File: config.mk
export PLATFORM = sky130hd
export DESIGN_NAME = mcp9808_sched
export DESIGN_NICKNAME = d
export VERILOG_FILES = /design/src/rtl/mcp9808_sched.sv
export SDC_FILE = /design/constraint.sdc
export NUM_CORES = 1
export LEC_CHECK = 0
export ABC_AREA = 1
export CORE_UTILIZATION = 56
export DETAILED_ROUTE_END_ITERATION = 7
export HOLD_SLACK_MARGIN = 0.15
export PLACE_DENSITY_LB_ADDON = 0.25
export SLEW_MARGIN = 20
export SYNTH_ARGS = -nofsm -noshare
export SYNTH_HDL_FRONTEND = slang
export SYNTH_SLANG_ARGS = --single-unit
File: constraint.sdc
create_clock -name clk -period 3.25 [get_ports clk]
set_input_delay 0.4875 -clock clk [delete_from_list [all_inputs] [get_ports clk]]
set_output_delay 0.4875 -clock clk [all_outputs]
set_load 0.03 [all_outputs]
File: src/rtl/mcp9808_sched.sv
// rtl/mcp9808_sched.sv - one-at-a-time command scheduler in front of the mcp9808 interface block
module mcp9808_sched #(
    parameter int unsigned POLL_PERIOD = 100000,
    parameter int unsigned TIMEOUT     = 1000000,
    parameter logic [1:0]  RES_INIT    = 2'b11
) (
    input  logic        clk,
    input  logic        rst,
    input  logic        poll_en,
    input  logic [10:0] host_T,
    input  logic [1:0]  host_sel,
    input  logic        host_wr,
    input  logic [1:0]  host_res,
    input  logic        host_res_wr,
    input  logic        sleep_req,
    output logic [10:0] if_T_i,
    output logic [1:0]  if_T_write,
    output logic [1:0]  if_res,
    output logic        if_shutdown,
    output logic        if_update,
    input  logic        if_ready,
    input  logic [10:0] if_T_o,
    output logic [10:0] temp,
    output logic        temp_valid,
    output logic [3:0]  pend,
    output logic        busy,
    output logic        timeout_err
);
    localparam int PW = $clog2(POLL_PERIOD);
    localparam int WW = $clog2(TIMEOUT + 1);
    localparam logic [PW-1:0] POLL_RELOAD = PW'(POLL_PERIOD - 1);
    localparam logic [WW-1:0] WD_LAST     = WW'(TIMEOUT - 1);

    typedef enum logic [2:0] {IDLE, ISSUE, WAIT_DONE, SLEEP_ENTER, SLEEP, SLEEP_EXIT} state_t;
    typedef enum logic [2:0] {CMD_CRIT, CMD_UPPER, CMD_LOWER, CMD_RES, CMD_READ} cmd_t;

    state_t         state, state_next;
    cmd_t           cmd, cmd_sel;
    logic           start, accept, done, timeout;
    logic [3:0]     acc_slot;
    logic [WW-1:0]  wd;
    logic [PW-1:0]  poll_cnt;
    logic           poll_due;
    logic [10:0]    val_crit, val_upper, val_lower;
    logic [1:0]     val_res;
    logic           wr_crit, wr_upper, wr_lower;
    logic           wd_run, sleeping;

    assign wr_crit  = host_wr && (host_sel == 2'b11);
    assign wr_upper = host_wr && (host_sel == 2'b10);
    assign wr_lower = host_wr && (host_sel == 2'b01);
    assign wd_run   = state inside {ISSUE, WAIT_DONE, SLEEP_ENTER, SLEEP_EXIT};
    assign sleeping = state inside {SLEEP_ENTER, SLEEP, SLEEP_EXIT};
    assign busy     = (state != IDLE);

    always_comb begin
        state_next = state;
        cmd_sel    = CMD_READ;
        start      = 1'b0;
        accept     = 1'b0;
        done       = 1'b0;
        timeout    = 1'b0;
        acc_slot   = 4'b0000;
        case (state)
            IDLE: if (if_ready) begin
                if (sleep_req)      state_next = SLEEP_ENTER;
                else if (pend[2])   begin cmd_sel = CMD_CRIT;  start = 1'b1; end
                else if (pend[1])   begin cmd_sel = CMD_UPPER; start = 1'b1; end
                else if (pend[0])   begin cmd_sel = CMD_LOWER; start = 1'b1; end
                else if (pend[3])   begin cmd_sel = CMD_RES;   start = 1'b1; end
                else if (poll_due)  begin cmd_sel = CMD_READ;  start = 1'b1; end
                if (start) state_next = ISSUE;
            end
            ISSUE: begin
                if (!if_ready) begin
                    accept     = 1'b1;
                    state_next = WAIT_DONE;
                end else if (wd == WD_LAST) begin
                    timeout    = 1'b1;
                    state_next = IDLE;
                end
            end
            WAIT_DONE: begin
                if (if_ready) begin
                    done       = 1'b1;
                    state_next = IDLE;
                end else if (wd == WD_LAST) begin
                    timeout    = 1'b1;
                    state_next = IDLE;
                end
            end
            SLEEP_ENTER: begin
                if (!if_ready) state_next = SLEEP;
                else if (wd == WD_LAST) begin
                    timeout    = 1'b1;
                    state_next = IDLE;
                end
            end
            SLEEP: if (!sleep_req) state_next = SLEEP_EXIT;
            SLEEP_EXIT: begin
                if (if_ready) state_next = IDLE;
                else if (wd == WD_LAST) begin
                    timeout    = 1'b1;
                    state_next = IDLE;
                end
            end
            default: state_next = IDLE;
        endcase
        // acceptance retires the slot; a same-cycle host write re-arms it below
        if (accept) begin
            case (cmd)
                CMD_CRIT:  acc_slot[2] = 1'b1;
                CMD_UPPER: acc_slot[1] = 1'b1;
                CMD_LOWER: acc_slot[0] = 1'b1;
                CMD_RES:   acc_slot[3] = 1'b1;
                default:   acc_slot    = 4'b0000;
            endcase
        end
    end

    always_ff @(posedge clk) begin
        if (rst) begin
            state       <= IDLE;
            cmd         <= CMD_READ;
            wd          <= '0;
            poll_cnt    <= POLL_RELOAD;
            poll_due    <= 1'b0;
            pend        <= 4'b0000;
            val_crit    <= '0;
            val_upper   <= '0;
            val_lower   <= '0;
            val_res     <= '0;
            if_T_i      <= '0;
            if_T_write  <= 2'b00;
            if_res      <= RES_INIT;
            if_shutdown <= 1'b0;
            if_update   <= 1'b0;
            temp        <= '0;
            temp_valid  <= 1'b0;
            timeout_err <= 1'b0;
        end else begin
            state <= state_next;
            if (state_next != state) wd <= '0;
            else if (wd_run)         wd <= wd + 1'b1;

            pend <= (pend & ~acc_slot) | {host_res_wr, wr_crit, wr_upper, wr_lower};
            if (wr_crit)     val_crit  <= host_T;
            if (wr_upper)    val_upper <= host_T;
            if (wr_lower)    val_lower <= host_T;
            if (host_res_wr) val_res   <= host_res;

            // timer is frozen across the whole sleep sequence
            if (!poll_en) begin
                poll_cnt <= POLL_RELOAD;
                poll_due <= 1'b0;
            end else begin
                if (accept && cmd == CMD_READ) poll_due <= 1'b0;
                if (!sleeping) begin
                    if (poll_cnt == '0) begin
                        poll_cnt <= POLL_RELOAD;
                        poll_due <= 1'b1;
                    end else begin
                        poll_cnt <= poll_cnt - 1'b1;
                    end
                end
            end

            if (start) begin
                cmd <= cmd_sel;
                case (cmd_sel)
                    CMD_CRIT:  begin if_T_write <= 2'b11; if_T_i <= val_crit;  end
                    CMD_UPPER: begin if_T_write <= 2'b10; if_T_i <= val_upper; end
                    CMD_LOWER: begin if_T_write <= 2'b01; if_T_i <= val_lower; end
                    CMD_RES:   if_res <= val_res;
                    default:   if_update <= 1'b1;
                endcase
            end
            if (accept || timeout) begin
                if_T_write <= 2'b00;
                if_update  <= 1'b0;
            end

            if (state == IDLE && state_next == SLEEP_ENTER)
                if_shutdown <= 1'b1;
            else if ((state == SLEEP && state_next == SLEEP_EXIT) || (state == SLEEP_ENTER && timeout))
                if_shutdown <= 1'b0;

            temp_valid <= 1'b0;
            if (done && cmd == CMD_READ) begin
                temp       <= if_T_o;
                temp_valid <= 1'b1;
            end
            if (timeout) timeout_err <= 1'b1;
        end
    end
endmodule
**Word-level counts from Yosys, hierarchy flattened**

Cells that the tools add are included.

- Register bits: 113
- Latch bits: 0
- Memory bits (writable): 0
- Bits in read-only memories: 0
- Input bits: 33
- Output and inout port bits: 35
- Logic and storage cells: 120
- Memories kept: 0

- $add $sub $neg: 2
- Multipliers: 0
- Divide/modulo/power cells: 0
- $lt $le $gt $ge: 0
- Eq/ne operators: 19
- Shifts and indexed selects: 0
- Multiplexer cells: 48
- Bitwise operators: 5
- Reduce and logical (&&, ||, !) cells: 28

Operator list:

| kind | count |
|---|---|
| two-way mux 3 bit | 15 |
| one-hot mux 11 bit (3 select lines) | 1 |
| two-way mux 1 bit | 27 |
| == test 3 x 2 -> 1 bit (second input constant) | 7 |
| adder 20 x 1 -> 20 bit (second input constant) | 1 |
| == test 20 bit (second input constant) | 1 |
| logical NOT 17 bit | 1 |
| two-way mux 17 bit | 1 |
| subtractor 17 x 1 -> 17 bit (second input constant) | 1 |
| one-hot mux 3 bit (5 select lines) | 1 |
| == test 3 bit (second input constant) | 4 |
| OR reduction 2 bit | 5 |
| == test 3 x 1 -> 1 bit (second input constant) | 3 |
| logical NOT 3 bit | 3 |
| nonzero test 3 bit | 3 |
| logical AND 1 bit | 8 |
| one-hot mux 2 bit (3 select lines) | 1 |
| AND reduction 2 bit | 3 |
| AND 4 bit | 1 |
| == test 2 bit (second input constant) | 2 |
| two-way mux 4 bit | 1 |
| inverter 4 bit | 1 |
| OR 4 bit | 1 |
| nonzero test 4 bit | 1 |
| 7 further kinds | 9 |

**Depth between registers and ports, before layout**

Gate-level depths: netlist of run 1.

- Depth after elaboration: 16
- Depth in mapped cells: 13
- Depth with buffers taken out: 12

**Worst setup path before layout of run 1**

No wires, ideal clock.

- Path type: register to register
- Start: reg pend[3]
- End: reg if_T_i[10]
- Setup time: 117 ps
- Arrival: 1557 ps
- Data required time: 3133 ps
- Setup slack: 1575 ps
- Cell stages (with the launch flop): 9
- Path buffers: 1
- Clock period less this slack: 1675 ps
- Path through: dfxtp_1 a21oi_1 inv_1 buf_1 nand3_4 nand2_2 nor2_1 nor2_1 nor2_1

- Word-level cells in the longest chain between the ends: 10
- Elaborated cells on any way between the ends: 22
- Those cells by class: eq/ne (2); mux (17); reduce/logical (3)

RTL lines:

| item | line | RTL |
|---|---|---|
| from (decl) | 25 | `output logic [3:0] pend,` |
| from (signal assigned) | 146 | `pend <= (pend & ~acc_slot) \| {host_res_wr, wr_crit, wr_upper, wr_lower};` |
| two-way mux 3 bit or two-way mux 1 bit (tied branches) | 70 | `else if (pend[3]) begin cmd_sel = CMD_RES; start = 1'b1; end` |
| two-way mux 3 bit or two-way mux 1 bit (tied branches) | 69 | `else if (pend[0]) begin cmd_sel = CMD_LOWER; start = 1'b1; end` |
| two-way mux 3 bit or two-way mux 1 bit (tied branches) | 68 | `else if (pend[1]) begin cmd_sel = CMD_UPPER; start = 1'b1; end` |
| two-way mux 3 bit or two-way mux 1 bit (tied branches) | 67 | `else if (pend[2]) begin cmd_sel = CMD_CRIT; start = 1'b1; end` |
| two-way mux 3 bit or two-way mux 1 bit (tied branches) | 66 | `if (sleep_req) state_next = SLEEP_ENTER;` |
| two-way mux 3 bit or two-way mux 1 bit (tied branches) | 65 | `IDLE: if (if_ready) begin` |
| two-way mux 3 bit or two-way mux 1 bit (tied branches) | 64 | `case (state)` |
| == test 3 x 2 -> 1 bit (tied with other cells) | 170 | `case (cmd_sel)` |
| nonzero test 3 bit (no source line) or two-way mux 1 bit (tied branches) | - |  |
| AND reduction 2 bit (no source line) | - |  |
| to (signal assigned) | 171 | `CMD_CRIT: begin if_T_write <= 2'b11; if_T_i <= val_crit; end` |
| to (signal assigned) | 172 | `CMD_UPPER: begin if_T_write <= 2'b10; if_T_i <= val_upper; end` |
| to (signal assigned) | 173 | `CMD_LOWER: begin if_T_write <= 2'b01; if_T_i <= val_lower; end` |
| to (decl) | 16 | `output logic [10:0] if_T_i,` |

Parallel ways exist; a longest one is shown, timed or not. The select of a mux whose other input is x is not followed.
A chain may end at the register's enable or synchronous reset.

**Worst setup path in the final report of run 1**

- Start: reg state[0]
- End: out busy

- Word-level cells in the longest chain between the ends: 1

RTL lines:

| item | line | RTL |
|---|---|---|
| from (decl) | 37 | `state_t state, state_next;` |
| from (signal assigned) | 142 | `state <= state_next;` |
| nonzero test 3 bit | 54 | `assign busy = (state != IDLE);` |
| to (decl) | 26 | `output logic busy,` |

Every way passes these cells.

==> impl_results.md, run 1 <==
- Layout cells sized above 1: 12.1%
- Worst-path clk slew: 0.06 ns
- Tightest Pin Transition: 0.678 ns
- Num CTS Buffers: 17
- Peak VDD IR: 0.503 mV
- Final wirelength: 13.6 mm
- WL/cell: 14.0 um
- Period utilisation layout: 73.8%
- Startpoint Class: register
- Antenna diode count: 0
- NumNets Final: 860
- Setup ws final: 0.852 ns
- Iter 0 DRT Violations: 300
- Largest area contributor in the netlist: dfxtp_1
- Pre-CTS setup slack: 0.745 ns
- Full die area: 10000 um2
- Cells after Synth: 757
- Post-cts hold buffer count: 0
- Synth top area cells: dfxtp_1 (42%), nor2_1 (11%), nand2_1 (8.6%)
- Syn Area/Cell: 7.13 um2
- Cell variety after synth: 37
- Largest fanout on the critical path: 8
- Syn-to-layout area delta: 24.6%
- CP max-delay cell: clkdlybuf4s50_1
- Max_slew headroom: 54.7%
- Routability Congestion: 0.861
- FP Rows: 35
- Synth async-reset ratio: 0%
- Initial Util: 58.1%
- Synth cell count leaders: nor2_1 (162), nand2_1 (123), dfxtp_1 (113)
- WP buf/inv: 1
- Die width: 100 um
- Post-synth EDFFs: 0
- Crit end category: output pin
- Unrepaired setup endpoints after global routing: no
- Dpl hpwl: 9.05 mm
- Core area: 9280 um2
- Post-Synthesis Net Count: 792
- Final min period: 2.40 ns
- Initial antenna violation count: 0
- Final Hold Viols: 0
- Largest net degree at the start of global routing: 45
- Clk sinks: 113
- Synth top area share: 41.9%
- Post-Synthesis Cell Area: 5400 um2
- Postcts setup bufs: 0
- Ports: 68
- Routed Antenna Nets: 0
- # resized after CTS: 0
- Critical path's top delay family: buffers and inverters
- Crit path DAT: 1.91 ns
- Final setup vio count: 0
- Residual DRC: 0
- CP Class: register to output pin
- First-pass GRT wire length: 22.2 mm
- Hold Crit Class: register to register
- Worst-case clock buffer depth: 2
- Max Clock Skew: 0.00988 ns
- Total power: 3.71 mW
- Vias: 5234
- DR vias/cell: 5.41
- Total power per unit cell area: 551 nW/um2
- DR pass1 iterations: 5
- Root Buffer: clkbuf_8
- Top_reg_cell synth: dfxtp_1
- Seq cells post-synth: 113
- GR Util All Layers: 27.9%
- Final setup TNS: 0 ns
- Port Buf Inserts: 67
- Die height: 100 um
- Leak: 2.75 nW
- Clk_lat worst skew: 0.52 ns
- Number of global-route vias before repair: 5004
- Max-cap violation count: 0
- Ys Warns: 0
- Outcome: finished, final reports clean
- Total gr overflow: 0
- CP required: 2.76 ns
- CTS tree: done
- Slowest cell delay on critical path: 0.66 ns
- Max Fclk: 0.417 GHz
- CP cell instances: nor2_2 -> nand2_1 -> clkdlybuf4s50_1
- Most instantiated library cell after synthesis: nor2_1
- Sequential share of the synthesized area: 41.9%
- Slew Limit Fails: 0
- Clock H-tree levels: 4
==> cells in the final DEF, fill, tap and decap left out, types with 2 or more instances in the layout <==
cell type        netlist  routed
a21oi_1               32      32
buf_4                  4       6
bufinv_16              0       2
clkbuf_16              0      16
clkbuf_8               0       2
clkdlybuf4s50_1        0      67
clkinv_2               0       2
clkinv_4               0       4
clkinvlp_4             0       2
dfxtp_1              113     113
ha_1                   2       2
inv_1                 61      61
inv_2                  8       8
inv_6                  0       4
nand2_1              123     123
nand2_2                7       7
nand2_4                3       3
nand3_1               51      51
nand3_2                5       5
nand3b_1               5       5
nand4_1               18      18
nor2_1               162     162
nor2_2                26      26
nor2_4                 4       4
nor2_8                 3       3
nor3_1                 9       9
nor4_1                 3       3
o211ai_1               3       3
o21ai_0               66      66
xnor2_1                5       5
xor2_1                14      14
==> layout make-up <==
cell class              instances  area (um2)
clock buffers                  18         428
repair buffers                 73         716
well taps                     129         161
fillers                       745        2560
clock inverters                14         155
flip-flops and latches        113        2260
multi-input cells             550        2740
inverters                      70         265
==> metal layers <==
metal	GRT usage (%)	routed length, um	up-vias
met5	0	0	-
met3	7.10	800	38
met4	13.2	356	0
met2	48.2	6740	188
met1	32.2	5660	2433
li1	-	-	2575
==> per-stage QoR <==
| step | hold WS (ns) | area [um2] | instances | util, % |
|---|---|---|---|---|
| floorplan | 0.424 | 5400 | 757 | - |
| global placement | 0.430 | 6140 | 935 | 66.2 |
| detailed placement | 0.447 | 6140 | 935 | 66.2 |
| CTS | 0.459 | 6730 | 967 | 72.5 |
| global route | 0.476 | 6730 | 967 | 72.5 |
| finish | 0.456 | 6730 | 967 | 72.5 |
==> state kept, by name (all words and copies together) (netlist names) <==
signal       count
cmd              3
pend             4
if_T_write       2
temp            11
val_upper       11
if_shutdown      1
if_res           2
temp_valid       1
if_update        1
if_T_i          11
val_crit        11
val_res          2
timeout_err      1
val_lower       11
poll_cnt        17
state            3
poll_due         1
wd              20
==> power breakdown <==
part	switching, mW	internal [mW]
Sequential	0.0409	1.44
Clock	0.691	1.12
Combinational	0.263	0.149
Total	0.995	2.71
==> cells by family (layout without fill, tap and decap cells) <==
logic type	Yosys count	in the layout	synth area share [%]
fa+ha+maj	2	2	0.464
mux	1	1	0.185
flops	113	113	41.9
xor+xnor	19	19	3.08
simple gates	425	425	37.2
compound gates	103	103	9.83
buf+inv	94	175	7.33
==> worst min-delay path, stage by stage, from the launching register on <==
cell	delay (ns)
dfxtp_1	0.30
inv_1	0.06
a21oi_1	0.05
==> worst paths after layout <==
check	from	endpoint	slack (ns)	cells after the start
setup / recovery	state[0]$_SDFF_PP0_	busy	0.85	3
hold / removal	val_crit[5]$_SDFFE_PP0P_	val_crit[5]$_SDFFE_PP0P_	0.46	2
setup reg to reg	state[0]$_SDFF_PP0_	wd[16]$_SDFFE_PP0P_	0.99	10
hold reg to reg	val_crit[5]$_SDFFE_PP0P_	val_crit[5]$_SDFFE_PP0P_	0.46	2
(Power assumes the default switching activity.)
==> run 2, diff against run 1 <==
CORE_UTILIZATION = 50   (was 56)
clock period = 2.16 ns   (was 3.25 ns; I/O delays follow)
==> impl_results.md, run 2 (synthesis results as in run 1) <==
- Vias: 5103 (was 5234)
- Postcts setup bufs: 0 (unchanged)
- Final setup vio count: 0 (unchanged)
- Reg power frac: 39.2% (was 40.0%)
- Combinational Power Share: 11.1% (about the same)
- Slew Limit Fails: 0 (unchanged)
- Total gr overflow: 0 (unchanged)
- Final setup TNS: 0 ns (unchanged)
- Number of global-route vias before repair: 4890 (was 5004)
- Initial antenna violation count: 0 (unchanged)
- Unrepaired setup endpoints after global routing: no (unchanged)
- Routed Antenna Nets: 0 (unchanged)
- DR pass1 iterations: 8 (was 5)
- Max-cap violation count: 0 (unchanged)
- Clock H-tree levels: 4 (unchanged)
- Largest fanout on the critical path: 5 (was 8)
- Clk network pwr share: 49.7% (was 48.9%)
- Ports: 68 (unchanged)
- Iter 0 DRT Violations: 272 (was 300)
- Syn-to-layout area delta: 26.2% (was 24.6%)
- Crit path DAT: 1.67 ns (was 1.91 ns)
- Most frequent cells in the layout: nor2_1 (162), nand2_1 (123), dfxtp_1 (112), o21ai_0 (66), clkdlybuf4s50_1 (65) (was nor2_1 (162), nand2_1 (123), dfxtp_1 (113), clkdlybuf4s50_1 (67), o21ai_0 (66))
- # resized after CTS: 3 (was 0)
- Hold Crit Class: input pin to register (was register to register)
- Uppermost layer routed: met4 (unchanged)
- Period utilisation layout: 92.2%
- DR vias/cell: 5.21 (was 5.41)
- Tightest Pin Transition: 0.660 ns (was 0.678 ns)
- Residual DRC: 0 (unchanged)
- Max Fclk: 0.502 GHz
- Largest net degree at the start of global routing: 48 (was 45)
- Commonest non-fill, non-tap cell in the layout: nor2_1 (unchanged)
- WP buf/inv: 1 (unchanged)
- Initial Util: 51.8% (was 58.1%)
- Final Hold Viols: 0 (unchanged)
- Routability Congestion: 0.856 (was 0.861)
- Leak: 2.80 nW (was 2.75 nW)
- CP Class: register to output pin (unchanged)
- NumNets Final: 866 (was 860)
- Pint: 4.23 mW (was 2.71 mW)
- Worst hold start: if_T_o[6] (was val_crit[5]$_SDFFE_PP0P_)
- Post-cts hold buffer count: 0 (unchanged)
- CP required: 1.84 ns (was 2.76 ns)
- Final core utilization: 65.4% (was 72.5%)
- Largest Register: wd (unchanged)
- Final wirelength: 13.2 mm (was 13.6 mm)
- GR Util All Layers: 24.9% (was 27.9%)
- Met2 routed WL: 6.69 mm (was 6.74 mm)
- Sw Ratio: 25.7% (was 26.9%)
- Met3 WL: 666 um (was 800 um)
- Max Clock Skew: 0.00846 ns (was 0.00988 ns)
- P_sw: 1.46 mW (was 995 uW)
- Top Registers: wd: 20 flops, poll_cnt: 17 flops (unchanged)
- Layout cells sized above 1: 12.7% (was 12.1%)
- Flip-flop count of the largest register after layout: 20 (unchanged)
- Total power per unit cell area: 836 nW/um2 (was 551 nW/um2)
- Dpl hpwl: 9.12 mm (was 9.05 mm)
- Die width: 106 um (was 100 um)
- Max_slew headroom: 55.9% (was 54.7%)
- Worst-path clk slew: 0.06 ns (about the same)
- Clk_lat worst skew: 0.53 ns (was 0.52 ns)
- CP max-delay cell: clkdlybuf4s50_1 (unchanged)
- WL met1: 5.72 mm (was 5.66 mm)
- Crit end category: output pin (unchanged)
- Final min period: 1.99 ns
- Num CTS Buffers: 17 (unchanged)
- Core area: 10400 um2 (was 9280 um2)
- WL/cell: 13.5 um (was 14.0 um)
- Port Buf Inserts: 67 (unchanged)
- Full die area: 11200 um2 (was 10000 um2)
- Clk sinks: 113 (unchanged)
- FP Rows: 37 (was 35)
- CP cell instances: clkdlybuf4s50_1 (was nor2_2 -> nand2_1 -> clkdlybuf4s50_1)
- Critical path's top delay family: buffers and inverters (unchanged)
- CP startpoint: pend[0]$_SDFF_PP0_ (was state[0]$_SDFF_PP0_)
- Startpoint Class: register (unchanged)
- Root Buffer: clkbuf_8 (unchanged)
- Slowest cell delay on critical path: 0.72 ns (was 0.66 ns)
- Outcome: finished, final reports clean (unchanged)
- Peak VDD IR: 0.745 mV (was 0.503 mV)
- RR Startpoint: wd[0]$_SDFFE_PP0P_ (was state[0]$_SDFF_PP0_)
- CTS tree: done (unchanged)
- Antenna diode count: 0 (unchanged)
- Die height: 106 um (was 100 um)
- Worst-case clock buffer depth: 2 (unchanged)
- First-pass GRT wire length: 22.3 mm (was 22.2 mm)
## run 2: cell count changes in the layout (fill, tap and decap cells not counted)
cell | before | now
inv_6 | 4 | 1
clkbuf_8 | 2 | 3
dfxtp_1 | 113 | 112
buf_4 | 6 | 11
clkinvlp_4 | 2 | 3
buf_12 | 0 | 1
bufinv_16 | 2 | 3
clkdlybuf4s50_1 | 67 | 65
clkbuf_1 | 0 | 1
clkinv_4 | 4 | 3
dlygate4sd2_1 | 0 | 2
dfxtp_2 | 0 | 1
## run 2: final timing paths
check | end | slack (ns) | cells after the start
worst min register to register | if_update$_SDFFE_PP0P_ | 0.45 | 2
worst max register to register | wd[4]$_SDFFE_PP0P_ | 0.30 | 11
worst min-delay path | temp[6]$_SDFFE_PP0P_ | 0.38 | 3
worst max-delay path | pend[0] | 0.17 | 1
## run 2: power groups by stage
stage	logic, mW	registers, mW	clock network, mW
final	0.633	2.23	2.83
after global placement	0.615	2.27	0
after detailed placement	0.629	2.27	0
after floorplan	0.334	2.33	0
after CTS	0.632	2.23	2.85
after global routing	0.689	2.24	2.96
## run 2: cell type report
type	instances	area [um2]
tap	136	170
clock inverter	12	158
timing repair buffer	79	771
fill	921	3600
inverter	70	265
sequential	113	2260
multi-input combinational	550	2740
clock buffer	20	445
## run 2: stage by stage
stage / area, um2 / std cells / power (mW) / hold slack [ns] / worst slack, ns
finish: 6810 / 980 / 5.69 / 0.380 / 0.169
global route: 6810 / 980 / 5.89 / 0.389 / 0.109
CTS: 6810 / 980 / 5.72 / 0.372 / 0.145
detailed placement: 6210 / 948 / 2.90 / 0.438 / 0.0242
global placement: 6210 / 948 / 2.89 / 0.438 / 0.111
floorplan: 5400 / 757 / 2.66 / 0.424 / 0.485
## run 2: layer usage
metal / vias up / GRT usage [%]
li1: 2584 / -
met1: 2371 / 29.6
met2: 134 / 44.0
met3: 14 / 6.50
met4: 0 / 7.14
met5: - / 0
